==> src/rtl/dmem_arbiter.sv <==
// rtl/dmem_arbiter.sv - two-port round-robin arbiter with bounded burst for a single-ported data memory
module dmem_arbiter #(
  parameter int addresswidth = 32,
  parameter int width        = 32,
  parameter int MAX_BURST    = 4
) (
  input  logic                    clk,
  input  logic                    reset,
  input  logic                    req0,
  input  logic                    req1,
  input  logic                    we0,
  input  logic                    we1,
  input  logic [addresswidth-1:0] addr0,
  input  logic [addresswidth-1:0] addr1,
  input  logic [width-1:0]        wdata0,
  input  logic [width-1:0]        wdata1,
  output logic                    ack0,
  output logic                    ack1,
  output logic [width-1:0]        rdata0,
  output logic [width-1:0]        rdata1,
  output logic                    rvalid0,
  output logic                    rvalid1,
  output logic [addresswidth-1:0] mem_address,
  output logic                    mem_writeEnable,
  output logic [width-1:0]        mem_dataIn,
  input  logic [width-1:0]        mem_dataOut
);

  localparam logic [1:0] IDLE = 2'd0;
  localparam logic [1:0] OWN0 = 2'd1;
  localparam logic [1:0] OWN1 = 2'd2;

  localparam int BW = (MAX_BURST < 1) ? 1 : $clog2(MAX_BURST + 1);
  localparam logic [BW-1:0] BURST_MAX = BW'(MAX_BURST);

  logic [1:0]    owner;
  logic [BW-1:0] burst;
  logic          last;
  logic          g0;
  logic          g1;
  logic          burst_open;
  logic          same_owner;

  assign burst_open = (burst < BURST_MAX);
  assign same_owner = (g0 && owner == OWN0) || (g1 && owner == OWN1);

  // Grants are gated by reset so nothing reaches the memory while it is held.
  always_comb begin
    g0 = 1'b0;
    g1 = 1'b0;
    if (!reset) begin
      if (req0 && req1) begin
        if (owner == OWN0 && burst_open)      g0 = 1'b1;
        else if (owner == OWN1 && burst_open) g1 = 1'b1;
        else if (last)                        g0 = 1'b1;
        else                                  g1 = 1'b1;
      end else begin
        g0 = req0;
        g1 = req1;
      end
    end
  end

  assign ack0 = g0;
  assign ack1 = g1;

  always_comb begin
    mem_address     = '0;
    mem_dataIn      = '0;
    mem_writeEnable = 1'b0;
    if (g0) begin
      mem_address     = addr0;
      mem_dataIn      = wdata0;
      mem_writeEnable = we0;
    end else if (g1) begin
      mem_address     = addr1;
      mem_dataIn      = wdata1;
      mem_writeEnable = we1;
    end
  end

  always_ff @(posedge clk or posedge reset) begin
    if (reset) begin
      owner   <= IDLE;
      burst   <= '0;
      last    <= 1'b1;
      rdata0  <= '0;
      rdata1  <= '0;
      rvalid0 <= 1'b0;
      rvalid1 <= 1'b0;
    end else begin
      if (g0 || g1) begin
        owner <= g0 ? OWN0 : OWN1;
        last  <= g1;
        if (same_owner) begin
          if (burst != BURST_MAX) burst <= burst + BW'(1);
        end else begin
          burst <= BW'(1);
        end
      end else begin
        owner <= IDLE;
        burst <= '0;
      end
      rvalid0 <= g0 && !we0;
      rvalid1 <= g1 && !we1;
      if (g0 && !we0) rdata0 <= mem_dataOut;
      if (g1 && !we1) rdata1 <= mem_dataOut;
    end
  end

endmodule

==> config.mk <==
export PLATFORM = sky130hd
export DESIGN_NAME = dmem_arbiter
export DESIGN_NICKNAME = d
export VERILOG_FILES = /design/src/rtl/dmem_arbiter.sv
export SDC_FILE = /design/constraint.sdc
export NUM_CORES = 1
export LEC_CHECK = 0
export BUFFER_PORTS_ARGS = -buffer_cell sky130_fd_sc_hd__buf_4
export CORE_ASPECT_RATIO = 0.5
export CORE_MARGIN = 5
export CORE_UTILIZATION = 28
export DETAILED_ROUTE_END_ITERATION = 7
export GPL_TIMING_DRIVEN = 1
export MAX_ROUTING_LAYER = met4
export PLACE_DENSITY_LB_ADDON = 0.1
export SETUP_SLACK_MARGIN = 0.4
export SLEW_MARGIN = 20
export SYNTH_ARGS = -nofsm -noshare
export SYNTH_HDL_FRONTEND = slang
export SYNTH_SLANG_ARGS = --single-unit
==> constraint.sdc <==
create_clock -name clk -period 8.3 [get_ports clk]
set_input_delay 1.245 -clock clk [delete_from_list [all_inputs] [get_ports clk]]
set_output_delay 1.245 -clock clk [all_outputs]
set_load 0.02 [all_outputs]
==> flow_summary.yaml, run 1 <==
run_status:
  outcome: "completed"
drt:
  post_drt_wl_per_cell_um: 16.8
  num_vias: 4055
  dr.first_iter.drc_count: 270
  via_per_inst: 4.58
  routed_wl_um: 14900
  ant_nets: 0
  drtPass1Iterations: 4
  drc: 0
die:
  die_y_um: 94.1
  die-area_um2: 16800
  start_util_pct: 28.9
  rows: 30
  io_pins: 299
  fp.coreArea_um2: 13700
  die_width_um: 178
cells_and_area:
  final_area_um2: 6660
  area_growth_pct: 68.0
  n_antenna_cell: 0
  fin_nets: 857
  drive_gt1_share_pct: 54.9
  finalNonFillerCells: 886
  final_core_util_pct: 48.6
synth:
  synth_seq_area_share_pct: 45.5
  synthSimpleGateAreaFrac_pct: 17.6
  ys_ff_latch: 72
  synth_edf_count: 0
  synth-compound-area-share_pct: 10.2
  yosys-top-cells-area: "dfrtp_1, mux2_4, a21oi_1"
  synth_area_um2: 3960
  synth_nets: 579
  synth_xor_area_share_pct: 0
  syn_area_per_cell_um2: 9.64
  yosysTopAreaCell: "dfrtp_1"
  synth_top_area_share_pct: 44.8
  synth.distinct_cells: 32
  async_flop_share_pct: 100
  ys_warn_count: 0
  ys.flop_type: "dfrtp_1"
  synthAdderAreaFrac_pct: 0.632
  synth_top_family_by_area: "multiplexers"
  synthMuxAreaShare_pct: 21.2
  synthCells: 411
timing:
  maxSlewViolCount: 0
  setup-violations-final: 0
  finalHoldViolCount: 0
  fin_setup_tns_ps: 0
  maxSlewHeadroom_pct: 37.0
  rsz0062_at_grt: "no"
  layout_min_cycle_time_ps: 4250
  worst-slew-pin-transition_ps: 946
  fin_skew_ps: 4.90
  fin_crit_sh_pct: 51.2
  clock.fmax_ghz: 0.235
critical_path:
  required_ps: 7050
  cp-start-kind: "primary input"
  path_max_fanout: 41
  end_kind: "output port"
  critical_path_class: "in -> out"
  arrival_ps: 3000
  r2r_slack_ps: 5360
  crit_start: "req0"
  r2r-start: "burst[2]"
min_path:
  min_from: "rdata0[14]"
  hold_class: "reg -> reg"
power_and_ir_drop:
  p_leak_nw: 3.29
  combPwrFrac_pct: 38.9
  share_clk_of_total_power_pct: 28.3
  p_int_uw: 981
  p_sw_uw: 482
  p_per_area_nw_per_um2: 220
  power_frac_seq_pct: 32.8
  peakVddDrop_mv: 0.111
  switching_share_pct: 32.9
global_routing:
  antenna_found_initial: 0
  grt-ovfl-total: 0
  track_usage_pct: 17.1
  grt_max_degree: 76
  grt_pass1_vias: 4139
  grt_pass1_wl_um: 22200
cts:
  clkSinkCount: 72
  clk_latency_ps: 330
  cts_inserted_buffers: 9
  cts_hold_buf: 0
  cts_resized: 0
  cts_tree: "done"
  clk_pin_slew_ps: 60
  cts-root-buf: "clkbuf_16"
  cts-htree-levels: 3
  clockBufferDepth: 2
  cts_setup_buffers: 0
placement:
  placed_cell_area_um2: 6330
  dp_cells: 870
  place.gp.congestion: 0.850
  dp_hpwl_um: 11000
  portBuffers: 298
job:
  cap_viol_max_count: 0
-- final cells by class --
class | instances | area, µm²
multi-input combinational | 297 | 1980
tap | 192 | 240
fill | 1319 | 7040
sequential | 72 | 1800
inverter | 6 | 22.5
clock inverter | 6 | 92.6
timing repair buffer | 303 | 2290
clock buffer | 10 | 229
-- power by group through the flow --
stage	registers (mW)	clock network, mW	logic (mW)
after global placement	0.484	0	0.571
after detailed placement	0.485	0	0.576
after floorplan	0.584	0	0.201
after CTS	0.481	0.426	0.578
after global routing	0.491	0.441	0.605
final	0.480	0.414	0.569
-- worst paths after layout --
| check | to | cells past startpoint |
|---|---|---|
| setup / recovery | mem_dataIn[11] | 7 |
| hold / removal | rdata0[14] | 1 |
| setup reg to reg | rdata1[30] | 6 |
| max in group asynchronous | rdata0[9] | 3 |
| min in group asynchronous | rdata0[31] | 3 |
| hold reg to reg | rdata0[14] | 1 |
-- registers in the layout (all words and copies together) (netlist names) --
signal   cells
burst        3
last         1
owner        2
rdata0      32
rdata1      32
rvalid0      1
rvalid1      1
-- critical path, cell delays in order --
cell     delay [ps]
buf_4           120
inv_1           120
o31a_2          500
buf_4           490
nand3_1         150
a21oi_1         170
buf_4           170
-- per-stage QoR --
stage | hold slack [ps] | setup slack, ps | power, mW
2_1_floorplan | 490 | 3660 | 0.785
3_3_place_gp | 478 | 4030 | 1.06
3_5_place_dp | 483 | 4050 | 1.06
4_1_cts | 497 | 4030 | 1.48
5_1_grt | 510 | 3880 | 1.54
6_report | 493 | 4050 | 1.46
-- logic make-up (layout without fill, tap and decap cells) --
group / Yosys count / after routing
buffers and inverters: 42 / 325
AO/OA/AOI/OAI: 76 / 76
flip-flops: 72 / 72
multiplexers: 65 / 65
adder cells (fa/ha/maj): 2 / 2
AND/OR/NAND/NOR: 154 / 154
-- cells in the final DEF, fill, tap and decap left out, types with 2 or more instances in the layout --
cell type / synthesis / final
bufinv_16: 0 / 2
and2_1: 2 / 2
mux2_4: 29 / 29
clkbuf_16: 0 / 9
nand3_1: 65 / 65
buf_4: 0 / 302
nor3_1: 2 / 2
mux2_2: 25 / 25
o21ai_0: 5 / 5
inv_2: 1 / 2
ha_1: 2 / 2
dfrtp_1: 71 / 71
a21oi_1: 65 / 65
clkinvlp_4: 0 / 2
mux2_1: 10 / 10
nand2_1: 71 / 71
nand3b_1: 2 / 2
inv_1: 5 / 4
nor2_1: 6 / 6
-- Yosys cell counts, types with 2 or more instances --
master,count
a21oi_1,65
and2_1,2
and3_1,2
buf_1,8
buf_2,10
buf_6,3
clkbuf_1,15
dfrtp_1,71
ha_1,2
inv_1,5
mux2_1,10
mux2_2,25
mux2_4,29
nand2_1,71
nand3_1,65
nand3b_1,2
nor2_1,6
nor3_1,2
o21ai_0,5
-- routing by layer --
metal  share of wire, %  up-vias  GRT usage (%)
li1                   -     1984              -
met1                 41     1914           20.2
met2                 52      142           29.7
met3                5.8       15           4.18
met4                1.2        0           4.15
met5                  0        -              -
(Power assumes the default switching activity.)
==> inputs of run 2 (changes only) <==
--- a/config.mk
+++ b/config.mk
@@ -5,6 +5,7 @@
 export SDC_FILE = /design/constraint.sdc
 export NUM_CORES = 1
 export LEC_CHECK = 0
+export ABC_AREA = 1
 export BUFFER_PORTS_ARGS = -buffer_cell sky130_fd_sc_hd__buf_4
 export CORE_ASPECT_RATIO = 0.5
 export CORE_MARGIN = 5
==> constraint.sdc (replaced) <==
create_clock -name clk -period 3.7 [get_ports clk]
set_input_delay 0.555 -clock clk [delete_from_list [all_inputs] [get_ports clk]]
set_output_delay 0.555 -clock clk [all_outputs]
set_load 0.02 [all_outputs]
==> run 2 against run 1 <==
Clock-buffer cell count is 3 higher. Power is 110% higher. Global-route usage is 0.77 points higher. Critical endpoint is now mem_dataIn[5]. Setup slack worse by 3300 ps. Design area is 4.2% lower. Worst hold slack worse by 220 ps. Flip-flop and latch count stayed put. Via count is 8.9% lower.
==> flow_summary.yaml, run 2 <==
run_status:
  outcome: "completed"
synth:
  synth-compound-area-share_pct: 27.8
  ys_ff_latch: 72
  synthAdderAreaFrac_pct: 0.640
  ys.flop_type: "dfrtp_1"
  synth_edf_count: 0
  synth_seq_area_share_pct: 46.1
  async_flop_share_pct: 100
  yosysMostFrequentCell: "dfrtp_1"
  synth_nets: 542
  synthCells: 374
  synthSimpleGateAreaFrac_pct: 11.5
  yosys-top-cells-area: "dfrtp_1, a22o_1, o21ai_2"
  syn_area_per_cell_um2: 10.5
  synthMuxAreaShare_pct: 0
  synth_area_um2: 3910
  yosysTopAreaCell: "dfrtp_1"
  synth_top_family_by_area: "compound AO/OA/AOI/OAI gates"
  synth_top_area_share_pct: 45.4
  synth_common_cells: "dfrtp_1, a22o_1, nand2_1, o21ai_2, inv_1"
  ys_warn_count: 0
  synth_xor_area_share_pct: 0.224
  synth.distinct_cells: 26
cells_and_area:
  drive_gt1_share_pct: 60.8
  largestRegisters: "rdata0: 32 flops, rdata1: 32 flops, burst: 3 flops"
  fin_nets: 827
  fillerInstances: 1358
  layout_common_cells: "buf_4, dfrtp_1, a22o_1, nand2_1, o21ai_2"
  final_area_um2: 6370
  layout_commonest_cell: "buf_4"
  area_growth_pct: 63.0
drt:
  routed_wl_um: 15400
  post_drt_wl_per_cell_um: 18.0
  drtPass1Iterations: 4
  dr.first_iter.drc_count: 200
  via_per_inst: 4.31
  drc: 0
  num_vias: 3695
  ant_nets: 0
power_and_ir_drop:
  p_per_area_nw_per_um2: 484
  peakVddDrop_mv: 0.277
  p_leak_nw: 3.49
die:
  die_width_um: 177
  io_pins: 299
  die_y_um: 93.6
  fp.coreArea_um2: 13600
  rows: 30
  die-area_um2: 16600
  start_util_pct: 28.7
timing:
  rsz0062_at_grt: "no"
  maxSlewViolCount: 0
  fin_skew_ps: 3.44
  clock.fmax_ghz: 0.342
  fin_setup_tns_ps: 0
  finalHoldViolCount: 0
  worst-slew-pin-transition_ps: 993
  maxSlewHeadroom_pct: 33.8
  layout_min_cycle_time_ps: 2920
  setup-violations-final: 0
  fin_crit_sh_pct: 79.0
min_path:
  hold_class: "in -> async"
critical_path:
  end_kind: "output port"
  reg2reg_depth: 9
  cp-start-kind: "flop"
  path_max_fanout: 44
  required_ps: 3140
  critical_path_class: "reg -> out"
  arrival_ps: 2370
cts:
  cts_setup_buffers: 0
  cts_tree: "done"
  cts_inserted_buffers: 9
  cts-root-buf: "clkbuf_16"
  cts_hold_buf: 0
  clkSinkCount: 72
  clockBufferDepth: 2
  clk_latency_ps: 320
  clk_pin_slew_ps: 60
  cts-htree-levels: 3
  cts_resized: 0
job:
  cap_viol_max_count: 0
placement:
  portBuffers: 298
  dp_hpwl_um: 12400
  place.gp.congestion: 0.800
  placed_cell_area_um2: 6070
global_routing:
  track_usage_pct: 17.9
  grt_max_degree: 67
  grt_pass1_wl_um: 22300
  grt-ovfl-total: 0
  antenna_found_initial: 1
  grt_pass1_vias: 3792
run 2: cell types whose count changed in the layout (fill, tap and decap cells not counted), sizes merged, moves of 41 or more:
cell	before	now
inv	7	48
a22o	0	64
mux2	64	0
a21oi	65	0
nand3	65	8
o21ai	6	65
run 2: cell families (layout without fill, tap and decap cells):
kind of cell,after synthesis,count (layout)
xor+xnor,1,1
fa+ha+maj,2,2
other cells,0,1
simple gates,93,93
buf+inv,76,366
compound gates,130,130
flops,72,72
run 2: worst paths after layout:
| path | start | slack [ps] | endpoint |
|---|---|---|---|
| max in group asynchronous | reset | 2660 | rdata0[14] |
| min in group clk | rdata0[0] | 480 | rdata0[0] |
| worst max-delay path | owner[1] | 780 | mem_dataIn[5] |
| worst min-delay path | reset | 270 | burst[1] |
| worst min register to register | rdata0[0] | 480 | rdata0[0] |
| worst max register to register | owner[1] | 1280 | rdata0[19] |
run 2: report_power, final:
| part | switching [mW] | total (mW) | internal, mW | leakage (nW) |
|---|---|---|---|---|
| sequential | 0.0994 | 1.05 | 0.953 | 0.905 |
| combinational | 0.631 | 1.17 | 0.537 | 2.43 |
| clock | 0.310 | 0.867 | 0.557 | 0.150 |
| total | 1.04 | 3.09 | 2.05 | 3.49 |
run 2: layout make-up:
cell class,count,area [µm²],share of cell area [%]
antenna,1,2.50,0.0393
clock buffer,13,260,4.08
clock inverter,3,40.0,0.628
inverter,48,185,2.91
multi-input combinational,226,1580,24.7
sequential,72,1800,28.3
tap,192,240,3.77
timing repair buffer,302,2270,35.6
run 2: metrics by stage:
stage                     worst slack (ps)  std cells  hold WS [ps]  power, mW  utilization (%)
after floorplan                       1320        374           467       1.70                -
after global placement                 980        840           468       2.24             44.6
after detailed placement               999        840           468       2.25             44.6
after CTS                              804        856           281       3.14             46.8
after global routing                   630        857           311       3.25             46.8
final                                  776        857           273       3.09             46.8
run 2: per-layer routing:
| metal | share of wire, % | track usage (%) | up-vias |
|---|---|---|---|
| li1 | - | - | 1842 |
| met1 | 42 | 21.7 | 1704 |
| met2 | 50 | 30.2 | 133 |
| met4 | 1.3 | 4.18 | 0 |
| met5 | 0 | - | - |
| met3 | 6.4 | 4.60 | 16 |
run 2: worst max-delay path: stages, from the launching register on:
cell     delay (ps)
dfrtp_1         400
nor2_2          150
nand2_2          80
nand3_2          90
nand2_2          70
inv_2           320
buf_4           490
a22o_1          270
buf_4           150
==> inputs of run 3 (changes only) <==
==> constraint.sdc (replaced) <==
create_clock -name clk -period 2.8 [get_ports clk]
set_input_delay 0.42 -clock clk [delete_from_list [all_inputs] [get_ports clk]]
set_output_delay 0.42 -clock clk [all_outputs]
set_load 0.02 [all_outputs]
==> run 3 against run 2 <==
Worst hold slack worse by 240 ps. Combinational power up 34%. Die area unchanged. Utilization grew 1.2 points. Largest cell class unchanged. Largest power group unchanged.
==> flow_summary.yaml, run 3 (synthesis gave the netlist of run 2 again) <==
critical_path:
  crit_chain: "inv_1 -> nand3_1 -> nand2_2 -> nand3_2 -> nand2_4 -> inv_4 -> clkbuf_16 -> a22o_4 -> buf_4"
  required_ps: 2380
  cp_top_family: "buffers and inverters"
  cp.buffers_inverters: 4
  slowest_delay_ps: 380
  crit_slowest_cell: "dfrtp_1"
  end_kind: "output port"
  arrival_ps: 1840
  critical_path_class: "reg -> out"
  path_max_fanout: 16
  cp-start-kind: "flop"
die:
  io_pins: 299
  start_util_pct: 28.7
  die_width_um: 177
  fp.coreArea_um2: 13600
  rows: 30
  die_y_um: 93.6
  die-area_um2: 16600
timing:
  fin_skew_ps: 3.74
  setup-violations-final: 0
  maxSlewViolCount: 0
  layout_min_cycle_time_ps: 2260
  fin_crit_sh_pct: 80.8
  clock.fmax_ghz: 0.442
  worst-slew-pin-transition_ps: 537
  fin_setup_tns_ps: 0
  rsz0062_at_grt: "no"
  maxSlewHeadroom_pct: 64.1
  finalHoldViolCount: 0
global_routing:
  met3_usage_pct: 4.81
  gr-usage-met2_pct: 28.8
  met1_usage_pct: 22.0
  antenna_found_initial: 2
  grt_pass1_vias: 3732
  grt-ovfl-total: 0
  grt_pass1_wl_um: 22100
  busiest_layer: "met2"
  track_usage_pct: 17.6
  grt_max_degree: 67
power_and_ir_drop:
  p_int_mw: 2.73
  share_clk_of_total_power_pct: 27.9
  peakVddDrop_mv: 0.373
  power_frac_seq_pct: 33.9
  p_per_area_nw_per_um2: 631
  p_leak_nw: 3.56
  p_sw_mw: 1.39
  p_total_mw: 4.12
  combPwrFrac_pct: 38.2
  switching_share_pct: 33.8
run_status:
  outcome: "completed"
drt:
  dr.first_iter.drc_count: 196
  routed_wl_um: 15400
  drtPass1Iterations: 4
  post_drt_wl_per_cell_um: 17.9
  ant_nets: 0
  via_per_inst: 4.32
  num_vias: 3721
  drc: 0
cells_and_area:
  fillerInstances: 1338
  layout_common_cells: "buf_4, dfrtp_1, a22o_1, nand2_1, o21ai_2"
  final_core_util_pct: 48.0
  drive_gt1_share_pct: 61.5
  largestRegisters: "rdata0: 32 flops, rdata1: 32 flops, burst: 3 flops"
  finalNonFillerCells: 862
  fin_nets: 831
  layout_commonest_cell: "buf_4"
  area_growth_pct: 67.1
cts:
  clockBufferDepth: 2
  cts_tree: "done"
  clk_pin_slew_ps: 60
  cts_inserted_buffers: 9
  clk_latency_ps: 320
  clkSinkCount: 72
  cts_hold_buf: 0
  cts-htree-levels: 3
  cts-root-buf: "clkbuf_16"
placement:
  place.gp.congestion: 0.779
  dp_hpwl_um: 12000
  portBuffers: 298
  dp_cells: 842
min_path:
  hold_class: "in -> async"
job:
  cap_viol_max_count: 0
-- run 3: changes by cell type in the layout (fill, tap and decap cells not counted), moves of 2 or more --
cell,before,now
clkbuf_16,9,11
buf_12,0,4
a22o_4,0,3
buf_4,302,300
a22o_1,64,61
-- run 3: stage by stage --
stage	area (µm²)	hold WS (ps)	setup slack [ps]
5_1_grt	6540	44.1	404
4_1_cts	6450	26.8	401
3_5_place_dp	6140	383	571
6_report	6540	38.0	539
2_1_floorplan	3910	467	557
3_3_place_gp	6140	389	570
-- run 3: worst reg2reg max path: stages (launching register included) --
cell	delay, ps
dfrtp_1	380
inv_1	80
nand3_1	90
nand2_2	90
nand3_2	90
nand2_4	100
inv_4	70
nand2_2	410
buf_12	300
nand2_1	120
o21ai_2	60
-- run 3: path summary, 6_finish.rpt --
| kind | start | end | slack, ps | depth (start not counted) |
|---|---|---|---|---|
| setup / recovery | owner[0] | mem_address[12] | 540 | 9 |
| hold / removal | reset | burst[1] | 40 | 2 |
| setup reg to reg | owner[0] | rdata0[15] | 940 | 10 |
| hold reg to reg | rdata0[26] | rdata0[26] | 480 | 2 |
| max in group asynchronous | reset | rdata1[12] | 2140 | 3 |
| min in group clk | mem_dataOut[8] | rdata1[8] | 360 | 3 |
-- run 3: area by class of cell --
type	instances	area, µm²	area share (%)
repair buffers	306	2380	36.4
clock inverters	3	40.0	0.613
multi-input cells	226	1610	24.6
clock buffers	13	260	3.98
well taps	192	240	3.68
inverters	48	199	3.04
diodes	2	5.00	0.0766
flip-flops and latches	72	1800	27.6
-- run 3: power groups by stage --
| stage | combinational [mW] | clock (mW) | sequential [mW] |
|---|---|---|---|
| 6_report | 1.57 | 1.15 | 1.40 |
| 5_1_grt | 1.68 | 1.24 | 1.43 |
| 4_1_cts | 1.58 | 1.19 | 1.40 |
| 3_5_place_dp | 1.57 | 0 | 1.41 |
| 3_3_place_gp | 1.56 | 0 | 1.41 |
| 2_1_floorplan | 0.591 | 0 | 1.66 |
-- run 3: timing repair --
action | 4_1_cts | 5_1_grt
gates resized for setup | 3 | 6
endpoints found under the setup margin | 9 | 40
buffers inserted | 0 | 0
gates cloned | 0 | 2
-- run 3: per-layer routing --
layer | wire length (µm) | share of wire, % | vias to the layer above
met3 | 1300 | 8.4 | 17
met4 | 173 | 1.1 | 0
met5 | 0 | 0 | -
li1 | - | - | 1850
met2 | 7660 | 50 | 128
met1 | 6320 | 41 | 1726
